`config.mk`:
```
export PLATFORM = sky130hd
export DESIGN_NAME = ldbr_ctrl
export DESIGN_NICKNAME = d
export VERILOG_FILES = /design/src/rtl/ldbr_ctrl.sv
export SDC_FILE = /design/constraint.sdc
export NUM_CORES = 1
export LEC_CHECK = 0
export ABC_AREA = 1
export BUFFER_PORTS_ARGS = -buffer_cell sky130_fd_sc_hd__buf_2
export CORE_UTILIZATION = 30
export DETAILED_ROUTE_END_ITERATION = 12
export GPL_ROUTABILITY_DRIVEN = 0
export REMOVE_ABC_BUFFERS = 1
export SLEW_MARGIN = 20
export SYNTH_ARGS = -nofsm -noshare
export SYNTH_HDL_FRONTEND = slang
export SYNTH_SLANG_ARGS = --single-unit
```
`constraint.sdc`:
```
create_clock -name clk_i -period 1.6 [get_ports clk_i]
set_input_delay 0.16 -clock clk_i [delete_from_list [all_inputs] [get_ports clk_i]]
set_output_delay 0.16 -clock clk_i [all_outputs]
set_load 0.03 [all_outputs]
```
`src/rtl/ldbr_ctrl.sv`:
```
// Bias-register load controller: accepts a load command, issues one DDR burst
// read, and turns each returned beat into a registered write into the bias bank.
module ldbr_ctrl #(
    parameter int unsigned BR_IND_WTH  = 1,
    parameter int unsigned BR_ADDR_WTH = 9,
    parameter int unsigned BR_DATA_WTH = 64
) (
    input  logic                   clk_i,
    input  logic                   rst_i,
    // Load command
    input  logic                   cmd_ldbr__vld_i,
    output logic                   cmd_ldbr__rdy_o,
    input  logic [BR_IND_WTH-1:0]  cmd_ldbr__index_i,
    input  logic [BR_ADDR_WTH-1:0] cmd_ldbr__waddr_i,
    input  logic [BR_ADDR_WTH:0]   cmd_ldbr__len_i,
    // DDR burst read request
    output logic                   ldbr_ddr__req_o,
    output logic [BR_ADDR_WTH:0]   ldbr_ddr__len_o,
    input  logic                   ldbr_ddr__ack_i,
    // DDR returned beats
    input  logic [BR_DATA_WTH-1:0] ddr_ldbr__rdata_i,
    input  logic                   ddr_ldbr__rdata_act_i,
    // Bias bank write port
    output logic [BR_IND_WTH-1:0]  ldmr_brb__windex_o,
    output logic [BR_ADDR_WTH-1:0] ldmr_brb__waddr_o,
    output logic                   ldmr_brb__we_o,
    output logic [BR_DATA_WTH-1:0] ldmr_brb__wdata_o,
    output logic                   ldmr_brb__wdata_act_o,
    // Status back to the issuing controller
    output logic                   ldbr_cmd__done_o,
    output logic                   ldbr_cmd__err_o
);

    typedef enum logic [1:0] {StIdle, StReq, StData, StDone} state_e;

    localparam logic [BR_ADDR_WTH-1:0] AddrOne = {{(BR_ADDR_WTH - 1){1'b0}}, 1'b1};
    localparam logic [BR_ADDR_WTH:0]   CntOne  = {{BR_ADDR_WTH{1'b0}}, 1'b1};

    state_e                   state_q, state_d;
    logic [BR_IND_WTH-1:0]    index_q;
    logic [BR_ADDR_WTH-1:0]   addr_q;
    logic [BR_ADDR_WTH:0]     len_q;
    logic [BR_ADDR_WTH:0]     cnt_q;
    logic [BR_ADDR_WTH:0]     cnt_inc;
    logic [BR_IND_WTH-1:0]    windex_q;
    logic [BR_ADDR_WTH-1:0]   waddr_q;
    logic [BR_DATA_WTH-1:0]   wdata_q;
    logic                     we_q;
    logic                     done_q;
    logic                     err_q;
    logic                     accept;
    logic                     beat_ok;
    logic                     last_beat;

    // Command handshake and beat qualification
    always_comb begin
        accept    = cmd_ldbr__vld_i && (state_q == StIdle);
        beat_ok   = ddr_ldbr__rdata_act_i && (state_q == StData);
        cnt_inc   = cnt_q + CntOne;
        // cnt_q never exceeds len-1 in DATA, so cnt_inc cannot overflow
        last_beat = beat_ok && (cnt_inc == len_q);
    end

    // FSM state register
    always_ff @(posedge clk_i) begin
        if (rst_i) begin
            state_q <= StIdle;
        end else begin
            state_q <= state_d;
        end
    end

    // FSM next-state logic
    always_comb begin
        state_d = state_q;
        case (state_q)
            StIdle: begin
                if (cmd_ldbr__vld_i) begin
                    // Zero-length loads skip the DDR request entirely
                    state_d = (cmd_ldbr__len_i == '0) ? StDone : StReq;
                end
            end
            StReq: begin
                if (ldbr_ddr__ack_i) begin
                    state_d = StData;
                end
            end
            StData: begin
                if (last_beat) begin
                    state_d = StDone;
                end
            end
            StDone:  state_d = StIdle;
            default: state_d = StIdle;
        endcase
    end

    // FSM outputs decoded from current state
    always_comb begin
        cmd_ldbr__rdy_o = (state_q == StIdle);
        ldbr_ddr__req_o = (state_q == StReq);
    end

    // Command latch, running address and beat counter
    always_ff @(posedge clk_i) begin
        if (rst_i) begin
            index_q <= '0;
            addr_q  <= '0;
            len_q   <= '0;
            cnt_q   <= '0;
        end else if (accept) begin
            index_q <= cmd_ldbr__index_i;
            addr_q  <= cmd_ldbr__waddr_i;
            len_q   <= cmd_ldbr__len_i;
            cnt_q   <= '0;
        end else if (beat_ok) begin
            // Address wraps naturally at the bank depth
            addr_q  <= addr_q + AddrOne;
            cnt_q   <= cnt_inc;
        end
    end

    // Registered bank write; index/addr/data hold between writes
    always_ff @(posedge clk_i) begin
        if (rst_i) begin
            we_q     <= 1'b0;
            windex_q <= '0;
            waddr_q  <= '0;
            wdata_q  <= '0;
        end else begin
            we_q <= beat_ok;
            if (beat_ok) begin
                windex_q <= index_q;
                waddr_q  <= addr_q;
                wdata_q  <= ddr_ldbr__rdata_i;
            end
        end
    end

    // Completion pulse and sticky stray-beat error
    always_ff @(posedge clk_i) begin
        if (rst_i) begin
            done_q <= 1'b0;
            err_q  <= 1'b0;
        end else begin
            done_q <= (state_q == StDone);
            err_q  <= err_q | (ddr_ldbr__rdata_act_i && (state_q != StData));
        end
    end

    assign ldbr_ddr__len_o       = len_q;
    assign ldmr_brb__windex_o    = windex_q;
    assign ldmr_brb__waddr_o     = waddr_q;
    assign ldmr_brb__we_o        = we_q;
    assign ldmr_brb__wdata_o     = wdata_q;
    assign ldmr_brb__wdata_act_o = we_q;
    assign ldbr_cmd__done_o      = done_q;
    assign ldbr_cmd__err_o       = err_q;

endmodule

```
Word-level counts from Yosys, hierarchy flattened
Cells that the tools add are included.

Bitwise gates (word level): 1. Add/subtract/negate cells: 2. Reduce and logical (&&, ||, !) cells: 9. Eq/ne operators: 8. Multiplexer cells: 7.

Operators with widths (count): 9-bit two-way mux (2); 10-bit by 1-bit adder with 10-bit output (second input constant) (1); 10-bit equality test (1); 10-bit logical NOT (1); 9-bit by 1-bit adder with 9-bit output (second input constant) (1); 2-bit two-way mux (4); 2-bit case mux with 4 select lines (1); 2-bit inequality test (second input constant) (3); 2-bit equality test (second input constant) (2); 1-bit logical AND (4); 3-bit AND reduction (1); 2-bit by 1-bit equality test with 1-bit output (second input constant) (1); 2-bit logical NOT (1); 2-bit by 1-bit inequality test with 1-bit output (second input constant) (1); 2-bit nonzero test (1); 2-bit OR reduction (1); 1-bit bitwise OR (1).

Bits in registers: 109. Logic and storage cells: 38. Output and inout bits: 90.

Depth between registers and ports, before layout
Gate-level depths: netlist (run 1).

Depth after elaboration: 5. Gate-level depth with buffers: 14.

Worst setup path after synthesis (run 1)
OpenSTA, ideal clock, no wires.

Path type: reg2reg. From: register state_q[0]. To: register len_q[4], in the netlist ldbr_ddr__len_o[4]. Period minus slack after synthesis: 1.644 ns. Stages on the path, launching flop included: 8. Arrival: 1.580 ns. Path buffers: 2. Data required time: 1.536 ns. Slack: -0.044 ns. Path through: dfxtp_1 -> inv_1 -> ha_1 -> nand2_1 -> clkbuf_1 -> buf_1 -> o21ai_0 -> nor2_1.

Word-level cells in the longest chain between the ends: 2.

RTL lines: start: declaration (RTL line 39) `state_e state_q, state_d;`; start signal: assignment (RTL line 67) `state_q <= StIdle;`; start signal: assignment (RTL line 69) `state_q <= state_d;`; 2-bit logical NOT; net cmd_ldbr__rdy_o (RTL line 12) `output logic cmd_ldbr__rdy_o,`; 1-bit logical AND (RTL line 57) `accept = cmd_ldbr__vld_i && (state_q == StIdle);`; end signal: assignment (RTL line 114) `len_q <= cmd_ldbr__len_i;`; end: declaration (RTL line 42) `logic [BR_ADDR_WTH:0] len_q;`.

The timed path passes the listed nets, and every way through them passes these cells. A chain may end at the register's enable or synchronous reset.

Worst setup path in the final report (run 1)
From: register cnt_q[1]. To: register state_q[1].

Word-level cells in the longest chain between the ends: 5.

RTL lines: start: declaration (RTL line 43) `logic [BR_ADDR_WTH:0] cnt_q;`; start signal: assignment (RTL line 119) `cnt_q <= cnt_inc;`; 10-bit by 1-bit adder with 10-bit output (RTL line 59) `cnt_inc = cnt_q + CntOne;`; 10-bit equality test (RTL line 61) `last_beat = beat_ok && (cnt_inc == len_q);`; 1-bit logical AND (RTL line 61); 2-bit inequality test (no source line); 3-bit AND reduction (no source line).

Every way passes these cells.

==> reports/qor.csv, run 1 <==
metric,value,unit
worst vdd ir,784,µV
Clock Root Buffer,clkbuf_16,
hold crit path type,input pin to register,
vias per inst,4.50,
Remaining DRCs,0,
largest net degree at the start of global routing,52,
CTS tree,built,
Die W,123,µm
critical path's slowest cell,dfxtp_4,
Max Fclk,0.630,GHz
RSZ-0062 raised after global routing,true,
Iteration-0 DRC Markers,175,
CP endpoint kind,register,
Power Density,1510,nW/µm²
post-synth top area cell,dfxtp_1,
flip-flop and latch area,2190,µm²
area grow syn2layout,38.1,%
skew final,0.00377,ns
nets@finish,874,
grt ovf,0,
CP max stage delay,0.38,ns
Layout Utilization,42.8,%
WP data arrival,1.83,ns
CP required,1.85,ns
n_diodes,0,
Reg power frac,38.6,%
HP Start,ddr_ldbr__rdata_i[29],
max_cap viols,0,
Min-Delay Path Depth,3,
Worst Setup Start Kind,register,
Leak Pwr,2.80,nW
top cell family by delay on the critical path,simple AND/OR/NAND/NOR gates,
worst slew pin tran,0.427,ns
first-pass GRT wire length,17500,µm
Sw Share,36.7,%
Yosys top cell area share,50.1,%
Syn. warnings,0,
"top cells by area, synth","dfxtp_1, nor2_1, o21ai_0",
Tmin final,1.59,ns
Critical Path Source,cnt_q[1],
Net Switching,0.00332,W
hpwl dp,8140,µm
Max-slew headroom,71.5,%
worst-path fanout max,4,
"Seq/Total Area, Yosys",50.1,%
status,completed,
DRT antenna net count,0,
Max Root-Sink Buffers,2,
WL met1,5290,µm
post-synthesis average cell area,7.31,µm²
Yosys reg bits,109,
Crit path depth,15,
DR top layer,met4,
Starting Density,31.0,%
H-tree levels,3,
area of the multi-input gates,1990,µm²
metal3 WL,723,µm
Core Footprint,14000,µm²
Clock transition at path regs,0.07,ns
Pins Over Slew Limit,0,
worst-path cell chain,"buf_6, nand2_2, nor2_2, buf_4, nand2_2, nand2_2, nand2_2, nand2_1, nand2_1, nor3_2, nand2_1, nand2_2, nand3_1, nand2_1, nor2_1",
Boundary Pins,179,
num rows,43,
Final Hold Fails,0,
"Distinct cells, synth",30,
r2r worst-path depth,15,
most frequent CP cell,nand2_2,
Reg2Reg Launch Point,cnt_q[1],
IO buf count,178,
initial antenna violation count,0,
WS Path Type,register to register,
routed via count,4342,
met2 wire len,5190,µm
final setup fails,0,
routed wire length,11400,µm
Die Y-Extent,123,µm
GRT Overall Usage,14.9,%
WHS,0.0555,ns
Clk pwr share,26.8,%
fin crit share,99.2,%
clk sinks,109,
Comb power frac,34.6,%
wire length per cell,11.8,µm
Post-Syn Area,4360,µm²
share of cells above drive strength 1,32.3,%
die footprint,15000,µm²
vias in the first global route,3766,
Mapped Cells,596,
Pint,0.00574,W
FILL cells,1485,
TritonCTS buffer count,9,
Worst-Skew Late Latency,0.35,ns
first-pass detailed-route iteration total,4,
WP buf/inv,2,
## worst register-to-register path, cell delays in order, from the launching register on
cell	delay (ns)
dfxtp_4	0.38
buf_6	0.10
nand2_2	0.04
nor2_2	0.07
buf_4	0.14
nand2_2	0.05
nand2_2	0.07
nand2_2	0.05
nand2_1	0.05
nand2_1	0.07
nor3_2	0.15
nand2_1	0.09
nand2_2	0.09
nand3_1	0.07
nand2_1	0.06
nor2_1	0.04
## power by group through the flow
stage	clock (W)	sequential, W	combinational, W
finish	0.00243	0.00350	0.00313
global route	0.00263	0.00356	0.00348
CTS	0.00252	0.00350	0.00311
detailed placement	0	0.00356	0.00310
global placement	0	0.00354	0.00310
floorplan	0	0.00429	0.00128
## cell type report
cell class / count / share of cell area (%)
sequential: 109 / 36.4
multi-input combinational: 420 / 33.0
timing repair buffer: 206 / 19.3
clock buffer: 13 / 4.33
tap: 180 / 3.74
inverter: 33 / 2.06
clock inverter: 3 / 1.12
## stage by stage
stage	power [W]	area, µm²	instances	setup WS (ns)	TNS [ns]
2_1_floorplan	0.00557	4220	562	-1.57	-126.80
3_3_place_gp	0.00664	5580	945	-0.0415	-0.0415
3_5_place_dp	0.00666	5580	945	-0.0838	-0.132
4_1_cts	0.00913	5910	961	-0.0200	-0.0200
5_1_grt	0.00968	6020	964	-0.135	-0.446
6_report	0.00906	6020	964	0.0125	0
## flip-flops by register name, summed over array words and instances (netlist names), 2 cells and up
name	count
cnt_q	10
addr_q	9
state_q	2
ldmr_brb__wdata_o	64
ldmr_brb__waddr_o	9
ldbr_ddr__len_o	10
## path summary, 6_finish.rpt
kind / end / slack, ns
setup / recovery: state_q[1] / 0.01
hold / removal: ldmr_brb__wdata_o[29] / 0.06
setup reg to reg: state_q[1] / 0.01
hold reg to reg: ldmr_brb__wdata_o[45] / 0.48
## layout by cell type, fill, tap and decap left out, drive strengths merged
master	n
a31oi	1
nand3b	4
ha	6
a32oi	1
nor4	2
o21ai	100
nor3	2
o211ai	2
nand3	20
o221ai	1
inv	33
a21oi	27
dfxtp	109
clkbuf	13
a22oi	1
nand2	63
xnor2	2
clkinvlp	1
nand4	2
o21bai	1
buf	206
or2	1
xor2	3
bufinv	2
nor2	181
## kinds of logic (layout without fill, tap and decap cells)
| logic type | after synthesis | in the layout | synth area share, % |
|---|---|---|---|
| AND/OR/NAND/NOR | 275 | 275 | 25.4 |
| AO/OA/AOI/OAI | 134 | 134 | 15.9 |
| flip-flops | 109 | 109 | 50.1 |
| buffers and inverters | 67 | 255 | 5.92 |
| adder cells (fa/ha/maj) | 6 | 6 | 1.72 |
| XOR/XNOR | 5 | 5 | 1.01 |
## what timing repair did
| item | in CTS | in global routing |
|---|---|---|
| pin swaps | 0 | 7 |
| resized for setup | 3 | 30 |
| buffers inserted | 0 | 3 |
| endpoints found under the setup margin | 2 | 40 |
| hold endpoints to repair | 0 | 0 |
| hold buffers | 0 | 0 |
## routing by layer
layer,GRT usage [%],vias to the layer above
met4,7.32,0
met1,18.3,1908
li1,-,2297
met3,3.76,12
met2,24.3,125
met5,0,-
## synth_stat cells (all sizes together)
| master | number |
|---|---|
| nand2 | 63 |
| clkbuf | 28 |
| a21oi | 27 |
| or2 | 1 |
| nor2 | 181 |
| o21bai | 1 |
| nand3b | 4 |
| inv | 33 |
| ha | 6 |
| dfxtp | 109 |
| xnor2 | 2 |
| a31oi | 1 |
| buf | 6 |
| xor2 | 3 |
| o211ai | 2 |
| a22oi | 1 |
| nor4 | 2 |
| o221ai | 1 |
| o21ai | 100 |
| nand4 | 2 |
| a32oi | 1 |
| nor3 | 2 |
| nand3 | 20 |
Power figures use the tool's default switching activity.
==> run 2, diff against run 1 <==
--- a/config.mk
+++ b/config.mk
@@ -6,9 +6,9 @@
 export NUM_CORES = 1
 export LEC_CHECK = 0
 export ABC_AREA = 1
-export BUFFER_PORTS_ARGS = -buffer_cell sky130_fd_sc_hd__buf_2
 export CORE_UTILIZATION = 30
 export DETAILED_ROUTE_END_ITERATION = 12
+export DONT_BUFFER_PORTS = 1
 export GPL_ROUTABILITY_DRIVEN = 0
 export REMOVE_ABC_BUFFERS = 1
 export SLEW_MARGIN = 20
==> run 2 against run 1 <==
The run now ends with hold timing, setup timing left. Via count down 6.5%. First-iteration DRC count down 5.1%. Core utilization down 1.5 points. Largest power group unchanged. Final cell count down 11%. Register-to-register slack worse by 0.03 ns. Combinational power down 28%. Global-route usage down 0.56 points. Highest routed layer unchanged. Critical path depth down 2. Critical path type unchanged. Count of clock-buffer cells in the layout down 3. Fmax down 1.6%. Largest cell class unchanged. Die area unchanged.
==> reports/qor.csv, run 2 (same netlist as run 1, synthesis figures left out) <==
metric,value,unit,change
status,"finished, violations left",,was completed
violated checks,"hold timing, setup timing",,
"commonest non-fill, non-tap cells in the layout","nor2_1, dfxtp_1, o21ai_0, dlygate4sd3_1, nand2_1",,"was buf_2, nor2_1, dfxtp_1, o21ai_0, nand2_1"
wire length per cell,13.3,µm,was 11.8 µm
Layout Utilization,41.3,%,was 42.8%
CP required,1.84,ns,was 1.85 ns
Overall Power,0.00879,W,was 0.00906 W
Largest register FFs,64,,unchanged
vias per inst,4.75,,was 4.50
first-pass detailed-route iteration total,4,,unchanged
TritonCTS buffer count,9,,unchanged
GRT Overall Usage,14.4,%,was 14.9%
worst reg-to-reg setup slack,-0.01,ns,was 0.01 ns
initial antenna violation count,0,,unchanged
Clock Root Buffer,clkbuf_16,,unchanged
Min-Delay Path Depth,2,,was 3
Boundary Pins,179,,unchanged
"most common cell after layout, fill and taps aside",nor2_1,,was buf_2
worst vdd ir,985,µV,was 784 µV
Starting Density,31.0,%,unchanged
hold worst-path end,ldbr_cmd__err_o,,was ldmr_brb__wdata_o[29]
grt ovf,0,,unchanged
worst slew pin tran,0.578,ns,was 0.427 ns
max_cap viols,0,,unchanged
RSZ-0062 raised after global routing,true,,unchanged
Worst Setup Start Kind,register,,unchanged
n_diodes,0,,unchanged
Leak Pwr,2.26,nW,was 2.80 nW
WP data arrival,1.86,ns,was 1.83 ns
DRT antenna net count,0,,unchanged
Remaining DRCs,0,,unchanged
Pins Over Slew Limit,0,,unchanged
Power Density,1510,nW/µm²,about the same
area of the multi-input gates,1970,µm²,was 1990 µm²
Tmin final,1.61,ns,was 1.59 ns
vias in the first global route,3648,,was 3766
Setup Buffers After CTS,0,,unchanged
Max Fclk,0.620,GHz,was 0.630 GHz
WS Path Type,register to register,,unchanged
Crit Reg-Reg Endpoint,state_q[1],,unchanged
clk sinks,109,,unchanged
IO buf count,0,,was 178
CTS tree,built,,unchanged
fin crit share,101,%,was 99.2%
Die W,123,µm,unchanged
Worst-Skew Late Latency,0.35,ns,about the same
num rows,43,,unchanged
Clock transition at path regs,0.07,ns,about the same
Max Root-Sink Buffers,2,,unchanged
r2r worst-path depth,13,,was 15
"Worst Setup Slack, final",-0.0127,ns,was 0.0125 ns
FILL cells,1386,,was 1485
area grow syn2layout,33.2,%,was 38.1%
pre-CTS WS,-0.0972,ns,was -0.0838 ns
first-pass GRT wire length,16700,µm,was 17500 µm
Core Footprint,14000,µm²,unchanged
hpwl dp,7890,µm,was 8140 µm
die footprint,15000,µm²,unchanged
Reg2Reg Launch Point,cnt_q[1],,unchanged
routed via count,4059,,was 4342
Final Hold Fails,1,,was 0
share of cells above drive strength 1,11.1,%,was 32.3%
flip-flop and latch area,2190,µm²,unchanged
H-tree levels,3,,unchanged
nets@finish,766,,was 874
CP endpoint kind,register,,unchanged
WHS,-0.0435,ns,was 0.0555 ns
HP Start,ddr_ldbr__rdata_act_i,,was ddr_ldbr__rdata_i[29]
Die Y-Extent,123,µm,unchanged
worst-path fanout max,4,,unchanged
largest net degree at the start of global routing,67,,was 52
Iteration-0 DRC Markers,166,,was 175
Max-slew headroom,61.4,%,was 71.5%
hold crit path type,input pin to register,,unchanged
final setup fails,2,,was 0
routed wire length,11400,µm,about the same
skew final,0.00864,ns,was 0.00377 ns
run 2: cell count changes in the layout (fill, tap and decap cells not counted), moves of 3 or more:
| cell | change |
|---|---|
| buf_4 | +6 |
| buf_6 | -3 |
| dlygate4sd3_1 | +65 |
| nand2_1 | +6 |
| nand2_2 | -5 |
| buf_2 | -178 |
run 2: critical path: stages, from the launching register on:
cell and delay, ns:
dfxtp_4 0.37, ha_4 0.24, inv_2 0.06, nor2_1 0.04
nor2_1 0.08, nand3_1 0.08, nor2_1 0.11, nand3_1 0.10
nor3_2 0.11, nand2_1 0.09, nand2_2 0.08, nand3_2 0.06
nand2_1 0.06, nor2_1 0.04
run 2: timing repair:
item,4_1_cts,5_1_grt
endpoints found under the hold margin,70,0
gates cloned,0,0
hold buffers,66,0
gates resized for setup,6,18
setup endpoints to repair,46,87
pin swaps,2,3
run 2: worst max-delay path by stage:
stage | from | endpoint | slack, ns | cells after the start
after floorplan | state_q[0] | addr_q[5] | -1.57 | 7
after global placement | cnt_q[0] | state_q[1] | -0.02 | 14
after detailed placement | cnt_q[0] | state_q[1] | -0.1 | 14
after CTS | cnt_q[1] | state_q[1] | -0.04 | 12
after global routing | cnt_q[1] | state_q[1] | -0.17 | 13
final | cnt_q[1] | state_q[1] | -0.01 | 13
run 2: stage by stage:
stage | setup TNS, ns | std cells | area [µm²] | hold slack, ns
floorplan | -126.80 | 562 | 4220 | 0.229
detailed placement | -0.209 | 775 | 4770 | 0.233
finish | -0.0173 | 855 | 5800 | -0.0435
CTS | -0.0470 | 856 | 5770 | 0.000729
global placement | -0.0160 | 775 | 4770 | 0.231
global route | -0.328 | 855 | 5800 | 0.0108
run 2: routing by layer:
metal  GRT usage [%]  vias up  wire length [µm]
met1            15.6     1837              4790
li1                -     2068                 -
met2            25.6      135              5550
met3            4.09       19               771
met4            6.78        0               249
met5               0        -                 0
run 2: layout make-up:
| cell class | count | share of cell area, % |
|---|---|---|
| well taps | 180 | 3.88 |
| clock buffers | 10 | 3.94 |
| clock inverters | 5 | 1.47 |
| multi-input cells | 420 | 34.0 |
| flip-flops and latches | 109 | 37.8 |
| repair buffers | 98 | 16.8 |
| inverters | 33 | 2.18 |
run 2: power breakdown:
group,total (W),internal (W),leakage [nW],switching [W]
sequential,0.00421,0.00321,0.891,0.00101
combinational,0.00225,0.000933,1.21,0.00131
clock,0.00233,0.00137,0.149,0.000958
total,0.00879,0.00551,2.26,0.00328
